**src/rtl/seven_seg_pkg.sv**
```systemverilog
// Shared constants for the seven-segment display family: blank pattern,
// active-low hex decode table and a width helper.
package seven_seg_pkg;

  localparam logic [7:0] SEG_BLANK = 8'hFF;

  // Active-low {g,f,e,d,c,b,a} patterns for hex values 0..F.
  localparam logic [6:0] HEX_SEG_TABLE [16] = '{
    7'b1000000, 7'b1111001, 7'b0100100, 7'b0110000,
    7'b0011001, 7'b0010010, 7'b0000010, 7'b1111000,
    7'b0000000, 7'b0010000, 7'b0001000, 7'b0000011,
    7'b1000110, 7'b0100001, 7'b0000110, 7'b0001110
  };

  // Bits needed to count 0..value-1, never less than one.
  function automatic int clog2(input int value);
    int width;
    width = 1;
    while ((1 << width) < value) width++;
    return width;
  endfunction

endpackage

```
**src/rtl/hex_to_seven_seg.sv**
```systemverilog
// Combinational 4-bit hex to active-low seven-segment decoder, shared by
// every display driver in the family.
module hex_to_seven_seg
  import seven_seg_pkg::*;
(
  input  logic [3:0] hex,
  output logic [6:0] seg
);

  assign seg = HEX_SEG_TABLE[hex];

endmodule

```
**src/rtl/seven_seg_scanner.sv**
```systemverilog
// Multiplexed 1..8 digit seven-segment driver with internal prescaler, PWM
// brightness, per-digit blink/enable, leading-zero blanking and frame snapshots.
module seven_seg_scanner
  import seven_seg_pkg::*;
#(
  parameter int NUM_DIGITS  = 4,
  parameter int TICK_DIV    = 1024,
  parameter int BRIGHT_W    = 4,
  parameter int BLINK_SHIFT = 5
) (
  input  logic                    clk,
  input  logic                    reset,
  input  logic [4*NUM_DIGITS-1:0] digits,
  input  logic [NUM_DIGITS-1:0]   decimal_points,
  input  logic [NUM_DIGITS-1:0]   digit_enable,
  input  logic [NUM_DIGITS-1:0]   blink,
  input  logic [BRIGHT_W-1:0]     brightness,
  input  logic                    blank_leading_zeros,
  output logic [7:0]              segments,
  output logic [NUM_DIGITS-1:0]   anodes,
  output logic                    frame_start
);

  localparam int PRE_W = clog2(TICK_DIV);
  localparam int IDX_W = clog2(NUM_DIGITS);
  localparam logic [PRE_W-1:0]    PRE_LAST   = PRE_W'(TICK_DIV - 1);
  localparam logic [IDX_W-1:0]    IDX_LAST   = IDX_W'(NUM_DIGITS - 1);
  localparam logic [BRIGHT_W-1:0] PHASE_LAST = '1;

  logic [PRE_W-1:0]        prescale_reg;
  logic [BRIGHT_W-1:0]     phase_reg;
  logic [IDX_W-1:0]        digit_idx_reg;
  logic [BLINK_SHIFT:0]    frame_count_reg;
  logic [4*NUM_DIGITS-1:0] digits_snap_reg;
  logic [NUM_DIGITS-1:0]   dp_snap_reg;
  logic [NUM_DIGITS-1:0]   enable_snap_reg;
  logic [NUM_DIGITS-1:0]   blink_snap_reg;
  logic [BRIGHT_W-1:0]     bright_snap_reg;
  logic                    blz_snap_reg;
  logic [7:0]              segments_reg;
  logic [NUM_DIGITS-1:0]   anodes_reg;
  logic                    frame_start_reg;

  logic                    tick;
  logic                    frame_event;
  logic                    lit;
  logic [3:0]              cur_hex;
  logic [6:0]              cur_seg;
  logic [7:0]              segments_next;
  logic [NUM_DIGITS-1:0]   anodes_next;
  logic [3:0]              nibble [NUM_DIGITS];
  logic [NUM_DIGITS:0]     lz_run;

  assign tick = (prescale_reg == PRE_LAST);

  // First clk spent at digit 0 / phase 0: true right after reset and right
  // after the tick that wraps the scan, so each frame snapshots exactly once.
  assign frame_event = (digit_idx_reg == '0) && (phase_reg == '0) && (prescale_reg == '0);

  genvar gi;
  generate
    for (gi = 0; gi < NUM_DIGITS; gi++) begin : g_nibble
      assign nibble[gi] = digits_snap_reg[4*gi +: 4];
    end
  endgenerate

  // lz_run[i] stays high while every digit from the top down to i is a bare
  // zero; digit 0 is tied off so it is never suppressed.
  assign lz_run[NUM_DIGITS] = blz_snap_reg;
  assign lz_run[0]          = 1'b0;
  generate
    for (gi = 1; gi < NUM_DIGITS; gi++) begin : g_lz
      assign lz_run[gi] = lz_run[gi+1] && (nibble[gi] == 4'h0) && !dp_snap_reg[gi];
    end
  endgenerate

  assign cur_hex = nibble[digit_idx_reg];

  hex_to_seven_seg u_decoder (
    .hex (cur_hex),
    .seg (cur_seg)
  );

  // Phase 0 is always dark to hide ghosting while anodes switch.
  assign lit = (phase_reg != '0)
            && (phase_reg <= bright_snap_reg)
            && enable_snap_reg[digit_idx_reg]
            && !(blink_snap_reg[digit_idx_reg] && frame_count_reg[BLINK_SHIFT])
            && !lz_run[digit_idx_reg];

  always_comb begin
    segments_next = SEG_BLANK;
    anodes_next   = '1;
    if (lit) begin
      segments_next                = {~dp_snap_reg[digit_idx_reg], cur_seg};
      anodes_next[digit_idx_reg]   = 1'b0;
    end
  end

  always_ff @(posedge clk) begin
    if (reset) begin
      prescale_reg    <= '0;
      phase_reg       <= '0;
      digit_idx_reg   <= '0;
      frame_count_reg <= '0;
      digits_snap_reg <= '0;
      dp_snap_reg     <= '0;
      enable_snap_reg <= '0;
      blink_snap_reg  <= '0;
      bright_snap_reg <= '0;
      blz_snap_reg    <= 1'b0;
      segments_reg    <= SEG_BLANK;
      anodes_reg      <= '1;
      frame_start_reg <= 1'b0;
    end else begin
      prescale_reg <= tick ? '0 : prescale_reg + 1'b1;
      if (tick) begin
        phase_reg <= phase_reg + 1'b1;
        if (phase_reg == PHASE_LAST) begin
          digit_idx_reg <= (digit_idx_reg == IDX_LAST) ? '0 : digit_idx_reg + 1'b1;
        end
      end
      if (frame_event) begin
        digits_snap_reg <= digits;
        dp_snap_reg     <= decimal_points;
        enable_snap_reg <= digit_enable;
        blink_snap_reg  <= blink;
        bright_snap_reg <= brightness;
        blz_snap_reg    <= blank_leading_zeros;
        frame_count_reg <= frame_count_reg + 1'b1;
      end
      frame_start_reg <= frame_event;
      segments_reg    <= segments_next;
      anodes_reg      <= anodes_next;
    end
  end

  assign segments    = segments_reg;
  assign anodes      = anodes_reg;
  assign frame_start = frame_start_reg;

endmodule

```
**config.mk**
```make
export PLATFORM = sky130hd
export DESIGN_NAME = seven_seg_scanner
export DESIGN_NICKNAME = d
export VERILOG_FILES = /design/src/rtl/seven_seg_pkg.sv /design/src/rtl/hex_to_seven_seg.sv /design/src/rtl/seven_seg_scanner.sv
export SDC_FILE = /design/constraint.sdc
export NUM_CORES = 1
export LEC_CHECK = 0
export ABC_AREA = 1
export CAP_MARGIN = 5
export CORE_MARGIN = 2
export CORE_UTILIZATION = 45
export DETAILED_ROUTE_END_ITERATION = 6
export PLACE_DENSITY = 0.68
export SETUP_SLACK_MARGIN = 0.2
export SLEW_MARGIN = 20
export SYNTH_ARGS = -nofsm -noshare
export SYNTH_HDL_FRONTEND = slang
export SYNTH_SLANG_ARGS = --single-unit
export TNS_END_PERCENT = 1
```
**constraint.sdc**
```tcl
create_clock -name clk -period 3.05 [get_ports clk]
set_input_delay 0.61 -clock clk [delete_from_list [all_inputs] [get_ports clk]]
set_output_delay 0.61 -clock clk [all_outputs]
set_load 0.1 [all_outputs]
```
-- Word level (Yosys, flattened, before mapping)
Memories as Yosys holds them, arrays and structs flattened. A register that Yosys moved wholly into a read port is not among the register bits.
Cells that the tools add are included.
- register bits after elaboration: 68
- bits in latches: 0
- memory bits (writable): 0
- memory bits (read-only): 112
- input port bits: 35
- output and inout port bits: 13
- memories: 1
- add/sub/neg operators: 4
- multiply operators: 0
- div/mod/pow operators: 0
- magnitude comparators: 6
- eq/ne operators: 3
- shift-type cells: 0
- multiplexer cells: 16
- bitwise gates (word level): 5
- reduce and logical (&&, ||, !) cells: 29
- memory list (name ; words ; width ; read ports ; clocked after Yosys merged registers in ; write ports ; RTL line ; text):
    (no name shown) ; 16 ; 7 ; 1 ; 1 ; 0 ; hex_to_seven_seg.sv:10 ; assign seg = HEX_SEG_TABLE[hex];
- operators with widths (operator ; number):
    4-bit logical NOT ; 4
    1-bit logical AND ; 14
    7-bit two-way mux ; 2
    10-bit by 1-bit adder with 10-bit output, second input constant ; 1
    10-bit == test, second input constant ; 1
    10-bit logical NOT ; 1
    1-bit binary-select mux with 2-bit select ; 4
    4-bit binary-select mux with 2-bit select ; 1
    4-bit two-way mux ; 2
    6-bit by 1-bit adder with 6-bit output, second input constant ; 1
    5-bit greater-or-equal comparator, second input constant ; 1
    1-bit logical NOT ; 5
    1-bit two-way mux ; 5
    4-bit inverter with 5-bit output ; 1
    4-bit by 1-bit adder with 4-bit output, second input constant ; 1
    4-bit == test, second input constant ; 1
    4-bit <= comparator ; 1
    2-bit by 4-bit less-than comparator with 1-bit output, second input constant ; 1
    4-bit inverter ; 1
    4-bit nonzero test ; 1
    2-bit OR reduction ; 2
    3-bit greater-or-equal comparator, second input constant ; 1
    2-bit by 3-bit less-than comparator with 1-bit output, second input constant ; 1
    2-bit inverter with 3-bit output ; 1
    8 further kinds ; 9

-- Logic depth before layout (Yosys ltp)
Gate-level depths: netlist (run 1).
- word-level depth: 13
- mapped depth: 14
- depth with buffers taken out: 12

-- Modules after synthesis
From an unflattened synthesis (run 1), not the netlist that was laid out.
- cell total of the unflattened synthesis: 468
- area, all modules: 3358.2 um^2
- by module, submodules not included (module ; times used ; cells an instance ; area each (um^2)):
    seven_seg_scanner ; 1 ; 419 ; 3084.2
    hex_to_seven_seg ; 1 ; 49 ; 274.0

-- Least setup slack after synthesis (run 1)
OpenSTA, ideal clock, no wires.
- path kind: register to register
- start: reg digit_idx_reg[0]
- end: reg digits_snap_reg[11]
- arrival: 1543 ps
- required time: 2934 ps
- setup slack: 1391 ps
- cell stages (with the launch flop): 13
- period minus slack after synthesis: 1659 ps
- cell sequence: dfxtp_1 buf_6 inv_8 buf_12 ha_1 nand3_1 nor2_1 nand2_1 buf_4 clkinv_2 buf_6 nor2_1 nor2_1
- cells in the longest elaborated chain, start to end: 3
- ends and longest elaborated chain (what ; RTL line ; text):
    start, declared ; seven_seg_scanner.sv:32 ; logic [IDX_W-1:0] digit_idx_reg;
    start signal, assigned ; seven_seg_scanner.sv:120 ; digit_idx_reg <= (digit_idx_reg == IDX_LAST) ? '0 : digit_idx_reg + 1'b1;
    2-bit logical NOT ; seven_seg_scanner.sv:58 ; assign frame_event = (digit_idx_reg == '0) && (phase_reg == '0) && (prescale_reg == '0);
    1-bit logical AND (2 in a row) ; seven_seg_scanner.sv:58 ;
    end signal, assigned ; seven_seg_scanner.sv:124 ; digits_snap_reg <= digits;
    end, declared ; seven_seg_scanner.sv:34 ; logic [4*NUM_DIGITS-1:0] digits_snap_reg;
Every way passes these cells.
A chain may end at the register's enable or synchronous reset.

-- Worst setup path after layout (run 1)
- start: reg digit_idx_reg[1]
- end: reg dp_snap_reg[2]
- cells in the longest elaborated chain, start to end: 3
- ends and longest elaborated chain (what ; RTL line ; text):
    2-bit logical NOT ; seven_seg_scanner.sv:58 ;
    1-bit logical AND (2 in a row) ; seven_seg_scanner.sv:58 ;
    end signal, assigned ; seven_seg_scanner.sv:125 ; dp_snap_reg <= decimal_points;
    end, declared ; seven_seg_scanner.sv:35 ; logic [NUM_DIGITS-1:0] dp_snap_reg;
Every way passes these cells.

==> run metrics, run 1 <==
H-tree levels 3; Worst Path Required 3.28 ns; total power 2.01 mW; worst-margin pin slew 0.451 ns; area grow syn2layout 19.7%; CTS Buf Count 9; WL/cell 11.0 um; P_sw 0.561 mW; placed cell area 3760 um^2; vias per std cell 4.69; Mapped Nets 510; Logic pwr share 0.165; first-pass GRT wire length 10.9 mm; DRC violations left 0; Syn Inst Count 456; total clock sinks 68; Post-Route WL 6.64 mm; Die Wd 89.5 um; Fin. Hold Viols 0; sequential cell area fraction in the yosys report 0.414; worst min-delay path class reg -> reg; crit path buf inv count 2; largest net degree at the start of global routing 40; main area contributors after synthesis dfxtp_1 (41%), nand2_1 (11%), nor2_1 (9.6%); DP HPWL 4.87 mm; clk_skew 0.00979 ns; vias in the first global route 2474; Max Transition Viols Final 0; outcome finished clean; Slew headroom 0.699; mean post-synth cell area 7.22 um^2; Post-Layout Inst Area 3940 um^2; CTS root buf clkbuf_8; initial antenna violation count 0; max FFs per register 16; synth warn 0; Layout Utilization 0.549; share of post-route cells with drive strength above 1 0.0889; mapped cell area 3290 um^2; Tcrit/Tclk final 0.773; Die Ht 89.5 um; Worst setup SP type register; hold wc startpoint dp_snap_reg[0]$_SDFFE_PP0P_; fmax 0.424 GHz; remaining antenna violation count 0; PwrDens 511 nW/um^2; Routability Congestion 0.815; Resized cells post-CTS 0; Hold Path Stages 2; grt total ovfl 0; pre-CTS WS 0.696 ns; Setup Crit Path Kind reg -> reg; final setup fails 0; Core Area 7180 um^2; # rows 31; Antenna diodes 0; Starting Density 0.459; max incr delay on CP 0.59 ns; CTS Hold Bufs 0; worst skew pair latency 0.35 ns; total number of vias 2838; setup TNS 0 ns; VDD IR-drop max 0.000210 V; Cell Int Power 1.45 mW; Clk pin slew, worst setup/hold paths 0.07 ns; CTS Buffer Depth 2; share of total power in the clock network 0.340; Setup crit end kind register; cell mode on critical path nor2_1; CP cell instances inv_1 > ha_1 > nand3_1 > nor2_1 > nand2_1 > clkinv_2 > nor2_1 > nor2_1; internal reg-to-reg setup slack 0.69 ns; post-route insts no fill 605; post-synth cell types 33; synthesized flop and latch total 68; CP max stage cell dfxtp_1; FF-to-FF End dp_snap_reg[2]$_SDFFE_PP0P_; crit-path max FO 25; Post-CTS Setup Repair Bufs 0; Tot GR Track Use 0.176; switch share 0.279; RSZ-0062 raised after global routing false; TritonRoute pass-1 iters 4; Placed Instances 589; Yosys top cell by area dfxtp_1; max-cap violations 0; Leak 1.71 nW; crit path DAT 2.59 ns; worst hold slack 0.458 ns; IO Pins 48; Worst Hold End dp_snap_reg[0]$_SDFFE_PP0P_; sequential share of power 0.495; IO Port Bufs 47; critical path's top delay family simple AND/OR/NAND/NOR gates; Final WS setup 0.692 ns; top cell type's share of synthesized area 0.414; Die ar. 8010 um^2; minimum clock period 2.36 ns; FF-to-FF Start digit_idx_reg[1]$_SDFFE_PP0P_; DR iter-0 viols 136; # nets final 555; R2R depth 8; CTS tree done
-- cells in the mapped netlist (all sizes together) --
library cell,number
buf,13
a31oi,1
clkinv,1
nand3b,2
a21oi,25
or2,2
o32ai,1
nand4,2
o21ai,41
nor2,88
nor3,1
xor2,5
dfxtp,68
inv,34
nand2,105
nor3b,1
and3,1
nand3,39
ha,19
clkbuf,4
xnor2,3
-- worst register-to-register path: cells and delay by family, from the launching register on --
kind / cells / cell delay, ns
fa+ha+maj: 1 / 0.28
flops: 1 / 0.59
buf+inv: 2 / 0.66
simple gates: 5 / 0.74
-- how the worst max path moves through the flow --
stage | startpoint | to | depth (start not counted)
floorplan | digit_idx_reg[0]$_SDFFE_PP0P_ | digits_snap_reg[11]$_SDFFE_PP0P_ | 12
global placement | digit_idx_reg[1]$_SDFFE_PP0P_ | digits_snap_reg[14]$_SDFFE_PP0P_ | 8
detailed placement | digit_idx_reg[1]$_SDFFE_PP0P_ | digits_snap_reg[6]$_SDFFE_PP0P_ | 8
CTS | digit_idx_reg[1]$_SDFFE_PP0P_ | digits_snap_reg[5]$_SDFFE_PP0P_ | 8
global route | digit_idx_reg[1]$_SDFFE_PP0P_ | digits_snap_reg[15]$_SDFFE_PP0P_ | 8
finish | digit_idx_reg[1]$_SDFFE_PP0P_ | dp_snap_reg[2]$_SDFFE_PP0P_ | 8
-- cell usage in the layout (no fill, tap or decap), drive strengths merged --
| cell type | Yosys | final |
|---|---|---|
| clkinv | 1 | 2 |
| xnor2 | 3 | 3 |
| nand2 | 105 | 105 |
| ha | 19 | 19 |
| dfxtp | 68 | 68 |
| clkdlybuf4s50 | 0 | 34 |
| buf | 13 | 17 |
| nand3b | 2 | 2 |
| nand4 | 2 | 2 |
| xor2 | 5 | 5 |
| nor3b | 1 | 1 |
| clkbuf | 4 | 15 |
| nand3 | 39 | 39 |
| a31oi | 1 | 1 |
| and3 | 1 | 1 |
| or2 | 2 | 2 |
| nor3 | 1 | 1 |
| o32ai | 1 | 1 |
| a21oi | 25 | 25 |
| nor2 | 88 | 88 |
| inv | 34 | 34 |
| o21ai | 41 | 41 |
-- per-layer routing --
layer | part of all wire | vias to the layer above | global-route usage
met1 | 0.51 | 1217 | 0.232
met2 | 0.42 | 59 | 0.269
met4 | 0.027 | 0 | 0.0882
met3 | 0.038 | 16 | 0.0425
met5 | 0 | - | 0
li1 | - | 1546 | -
-- power groups by stage --
stage / Clock, mW / Sequential (mW) / Combinational (mW)
global placement: 0 / 1.01 / 0.324
finish: 0.685 / 0.996 / 0.332
CTS: 0.705 / 0.995 / 0.332
detailed placement: 0 / 1.02 / 0.332
floorplan: 0 / 1.01 / 0.240
global route: 0.740 / 1.00 / 0.383
-- cell type report --
cell class	count	area [um^2]
multi-input combinational	336	1660
tap	99	124
sequential	68	1360
fill	707	3240
clock buffer	15	176
timing repair buffer	51	468
inverter	35	140
clock inverter	1	5.00
-- cell families (layout without fill, tap and decap cells) --
family | count (synthesis) | count (layout) | share of synthesized area
simple gates | 241 | 241 | 0.307
buf+inv | 52 | 102 | 0.0806
fa+ha+maj | 19 | 19 | 0.0722
compound gates | 68 | 68 | 0.105
xor+xnor | 8 | 8 | 0.0213
flops | 68 | 68 | 0.414
Power figures use the tool's default switching activity.
==> run 2, diff against run 1 <==
Clock period 3.05 ns to 2.34 ns, I/O delays scaled along.
==> run 2 against run 1 <==
  * Sequential power increased by 31%
  * Largest cell class unchanged
  * Fmax increased by 29%
  * Count of clock-buffer cells in the layout decreased by 1
  * Setup slack got worse by 0.18 ns
  * Cell count increased by 0.33%
  * Die area unchanged
  * Sequential share of layout area decreased by 0.056 points
  * Hold slack got worse by 0.0014 ns
==> run metrics, run 2 (same netlist as run 1, synthesis figures left out) <==
crit path capture segments[5]$_SDFF_PP1_; WL/cell 11.1 um; total clock sinks 68; most frequent cells in the layout nand2_1 (100), nor2_1 (84), dfxtp_1 (67), nand3_1 (39), o21ai_0 (39); Resized cells post-CTS 0; setup TNS 0 ns; CTS Buf Count 9; Worst setup SP type register; FF+latch area 1360 um^2; largest net degree at the start of global routing 34; crit-path max FO 15; R2R depth 10; Fillers 703; max incr delay on CP 0.37 ns; # nets final 557; Tot GR Track Use 0.178; Die Wd 89.5 um; RSZ-0062 raised after global routing false; worst skew pair latency 0.34 ns; fmax 0.546 GHz; IO Pins 48; cell mode on critical path nand2_1; first-pass GRT wire length 11.0 mm; CTS root buf clkbuf_8; final setup fails 0; PwrDens 649 nW/um^2; commonest non-fill, non-tap cell in the layout nand2_1; vias in the first global route 2456; Post-CTS Setup Repair Bufs 0; Starting Density 0.459; Slew headroom 0.711; Fin. Hold Viols 0; Clk pin slew, worst setup/hold paths 0.07 ns; initial antenna violation count 0; grt total ovfl 0; CP max stage cell dfxtp_2; Antenna diodes 0; max-cap violations 0; H-tree levels 3; minimum clock period 1.83 ns; Worst Path Required 2.55 ns; Post-Route WL 6.72 mm; Core Area 7180 um^2; Tcrit/Tclk final 0.782; share of post-route cells with drive strength above 1 0.0925; vias per std cell 4.77; VDD IR-drop max 0.000306 V; area grow syn2layout 20.0%; # rows 31; CTS Hold Bufs 0; outcome finished clean; total number of vias 2895; CP cell instances buf_4 > nand2_1 > nand3_1 > nand2_1 > inv_1 > ha_1 > nand3_1 > nand2_1 > o21ai_1 > nand2_1; Routability Congestion 0.918; internal reg-to-reg setup slack 0.51 ns; clk_skew 0.00920 ns; pre-CTS WS 0.378 ns; max FFs per register 16; Max Transition Viols Final 0; DRC violations left 0; IO Port Bufs 47; hold wc startpoint dp_snap_reg[0]$_SDFFE_PP0P_; DP HPWL 4.95 mm; remaining antenna violation count 0; CTS Buffer Depth 2; Setup crit end kind register; Final WS setup 0.509 ns; CTS tree done; crit path DAT 2.04 ns; area of the multi-input gates 1660 um^2; FF-to-FF End segments[5]$_SDFF_PP1_; FF-to-FF Start digit_idx_reg[0]$_SDFFE_PP0P_; Leak 1.72 nW; worst min-delay path class reg -> reg; worst-margin pin slew 0.433 ns; TritonRoute pass-1 iters 4; Setup Crit Path Kind reg -> reg; Die Ht 89.5 um; crit path launch digit_idx_reg[0]$_SDFFE_PP0P_; DR iter-0 viols 167; Die ar. 8010 um^2
-- run 2: cell count changes in the layout (fill, tap and decap cells not counted), sizes merged --
| cell | delta |
|---|---|
| clkbuf | -1 |
| buf | +2 |
| clkinv | +1 |
-- run 2: worst max-delay path, delay by kind of cell, from the launching register on --
kind / cells / cell delay, ns
AO/OA/AOI/OAI: 1 / 0.14
flip-flops: 1 / 0.37
AND/OR/NAND/NOR: 6 / 0.62
adder cells (fa/ha/maj): 1 / 0.22
buffers and inverters: 2 / 0.34
-- run 2: area by class of cell --
| cell class | instances | share of cell area |
|---|---|---|
| timing repair buffer | 53 | 0.125 |
| inverter | 35 | 0.0355 |
| tap | 99 | 0.0314 |
| multi-input combinational | 336 | 0.421 |
| clock buffer | 14 | 0.0387 |
| sequential | 68 | 0.345 |
| clock inverter | 2 | 0.00253 |
-- run 2: per-layer routing --
metal,part of all wire,track usage,vias to the layer above
met5,0,0,-
met4,0.019,0.0692,0
met3,0.049,0.0406,11
met2,0.44,0.274,60
met1,0.49,0.243,1270
li1,-,-,1554
-- run 2: worst min-delay path by stage --
stage / end / slack [ns] / cells after the start
global placement: dp_snap_reg[0]$_SDFFE_PP0P_ / 0.44 / 2
floorplan: dp_snap_reg[0]$_SDFFE_PP0P_ / 0.42 / 2
CTS: dp_snap_reg[0]$_SDFFE_PP0P_ / 0.46 / 2
global route: dp_snap_reg[0]$_SDFFE_PP0P_ / 0.48 / 2
finish: dp_snap_reg[0]$_SDFFE_PP0P_ / 0.46 / 2
detailed placement: dp_snap_reg[0]$_SDFFE_PP0P_ / 0.44 / 2
-- run 2: report_power, final --
part | total [mW] | leakage, nW | internal, mW | switching, mW
combinational | 0.444 | 1.07 | 0.184 | 0.260
sequential | 1.30 | 0.559 | 1.24 | 0.0539
clock | 0.822 | 0.0844 | 0.412 | 0.410
-- run 2: metrics by stage --
step / area (um^2) / utilization / hold slack (ns) / std cells / total power, mW
2_1_floorplan: 3290 / - / 0.424 / 456 / 1.63
3_3_place_gp: 3780 / 0.527 / 0.443 / 591 / 1.76
3_5_place_dp: 3780 / 0.527 / 0.445 / 591 / 1.77
4_1_cts: 3950 / 0.550 / 0.456 / 607 / 2.58
5_1_grt: 3950 / 0.550 / 0.485 / 607 / 2.72
6_report: 3950 / 0.550 / 0.457 / 607 / 2.56
==> run 3, diff against run 2 <==
Settings changed: PLACE_DENSITY 0.68 to 0.71.
Clock period 2.34 ns to 1.65 ns, I/O delays scaled along.
==> run 3 against run 2 <==
  * Fmax increased by 18%
  * Combinational power increased by 120%
  * Count of clock-buffer cells in the layout decreased by 3
  * Largest power group unchanged
  * Non-clock buffer count increased by 37
==> run metrics, run 3 (same netlist as run 1, synthesis figures left out) <==
first-pass GRT wire length 13.6 mm; DRC violations left 0; Die Ht 89.5 um; CTS Buf Count 9; Slew headroom 0.839; most frequent cells in the layout nand2_1 (82), nor2_1 (79), dfxtp_1 (58), clkdlybuf4s50_1 (34), nand3_1 (28); initial antenna violation count 0; sequential share of power 0.445; max-cap violations 0; PwrDens 824 nW/um^2; WL/cell 13.8 um; clk_skew 0.00968 ns; area grow syn2layout 52.8%; Clk pin slew, worst setup/hold paths 0.07 ns; IO Pins 48; worst min-delay path class reg -> reg; Leak 2.14 nW; Logic pwr share 0.233; VDD IR-drop max 0.000715 V; largest net degree at the start of global routing 39; IO Port Bufs 47; minimum clock period 1.55 ns; Worst setup SP type register; Tot GR Track Use 0.221; Layout Utilization 0.701; total number of vias 3236; CTS Buffer Depth 2; total power 4.14 mW; critical path's top delay family flip-flops; RSZ-0062 raised after global routing true; DR iter-0 viols 147; P_sw 1.24 mW; total clock sinks 68; Tcrit/Tclk final 0.942; worst skew pair latency 0.35 ns; Setup Crit Path Kind reg -> reg; CP max stage cell dfxtp_4; Max Transition Viols Final 0; CTS tree done; cell mode on critical path buf_12; crit path buf inv count 3; grt total ovfl 0; placed cell area 4100 um^2; TritonRoute pass-1 iters 5; final setup fails 0; Setup crit end kind register; Fin. Hold Viols 0; commonest non-fill, non-tap cell in the layout nand2_1; max FFs per register 16; Post-Route WL 8.91 mm; share of total power in the clock network 0.322; Routability Congestion 0.819; switch share 0.300; Worst Path Required 1.89 ns; vias per std cell 5.02; DP HPWL 5.16 mm; CP cell instances inv_8 > ha_4 > nand3_2 > nor2_2 > nand2_2 > buf_12 > buf_12 > o21ai_4 > a21oi_2; crit path DAT 1.79 ns; # nets final 595; Die ar. 8010 um^2; fmax 0.644 GHz; Cell Int Power 2.90 mW; Antenna diodes 0; max incr delay on CP 0.39 ns; setup TNS 0 ns; remaining antenna violation count 0; # rows 31; Starting Density 0.459; H-tree levels 3; worst-margin pin slew 0.241 ns; outcome finished clean; CTS Hold Bufs 0; Die Wd 89.5 um; Post-Layout Inst Area 5030 um^2; Fillers 533; crit-path max FO 8; vias in the first global route 3048; CTS root buf clkbuf_8; share of post-route cells with drive strength above 1 0.311; Core Area 7180 um^2
-- run 3: repair_timing --
item	CTS	global route
setup buffers	10	12
resized for setup	69	54
setup endpoints to repair	60	67
pin swaps	17	21
cloned	4	2
-- run 3: routing by layer --
layer,wire [um],vias up,GRT usage
met5,0,-,0
met4,299,0,0.104
met3,407,22,0.0443
met2,4550,89,0.372
met1,3650,1486,0.271
li1,-,1639,-
-- run 3: area by class of cell --
| class | count | area, um^2 | area share |
|---|---|---|---|
| timing repair buffer | 90 | 1160 | 0.230 |
| inverter | 35 | 159 | 0.0316 |
| multi-input combinational | 337 | 2020 | 0.402 |
| clock buffer | 11 | 131 | 0.0261 |
| clock inverter | 5 | 52.6 | 0.0105 |
| tap | 99 | 124 | 0.0246 |
| sequential | 68 | 1380 | 0.275 |
-- run 3: stage by stage --
| stage | hold slack [ns] | setup slack [ns] | std cells |
|---|---|---|---|
| final | 0.433 | 0.0963 | 645 |
| after global routing | 0.446 | 0.0162 | 645 |
| after CTS | 0.458 | 0.117 | 631 |
| after detailed placement | 0.447 | -0.0600 | 601 |
| after global placement | 0.442 | -0.0340 | 601 |
| after floorplan | 0.424 | 0.130 | 456 |
-- run 3: power groups by stage --
stage | registers (mW) | clock network, mW | logic (mW)
final | 1.85 | 1.33 | 0.966
after global routing | 1.86 | 1.43 | 1.06
after CTS | 1.84 | 1.33 | 0.837
after detailed placement | 1.87 | 0 | 0.684
after global placement | 1.87 | 0 | 0.661
after floorplan | 1.87 | 0 | 0.473
-- run 3: final timing paths --
path	slack, ns	startpoint	cells past startpoint	end
max	0.1	digit_idx_reg[0]$_SDFFE_PP0P_	9	blink_snap_reg[1]$_SDFFE_PP0P_
min	0.43	prescale_reg[0]$_SDFF_PP0_	1	prescale_reg[0]$_SDFF_PP0_
max reg2reg	0.1	digit_idx_reg[0]$_SDFFE_PP0P_	9	blink_snap_reg[1]$_SDFFE_PP0P_
min reg2reg	0.43	prescale_reg[0]$_SDFF_PP0_	1	prescale_reg[0]$_SDFF_PP0_
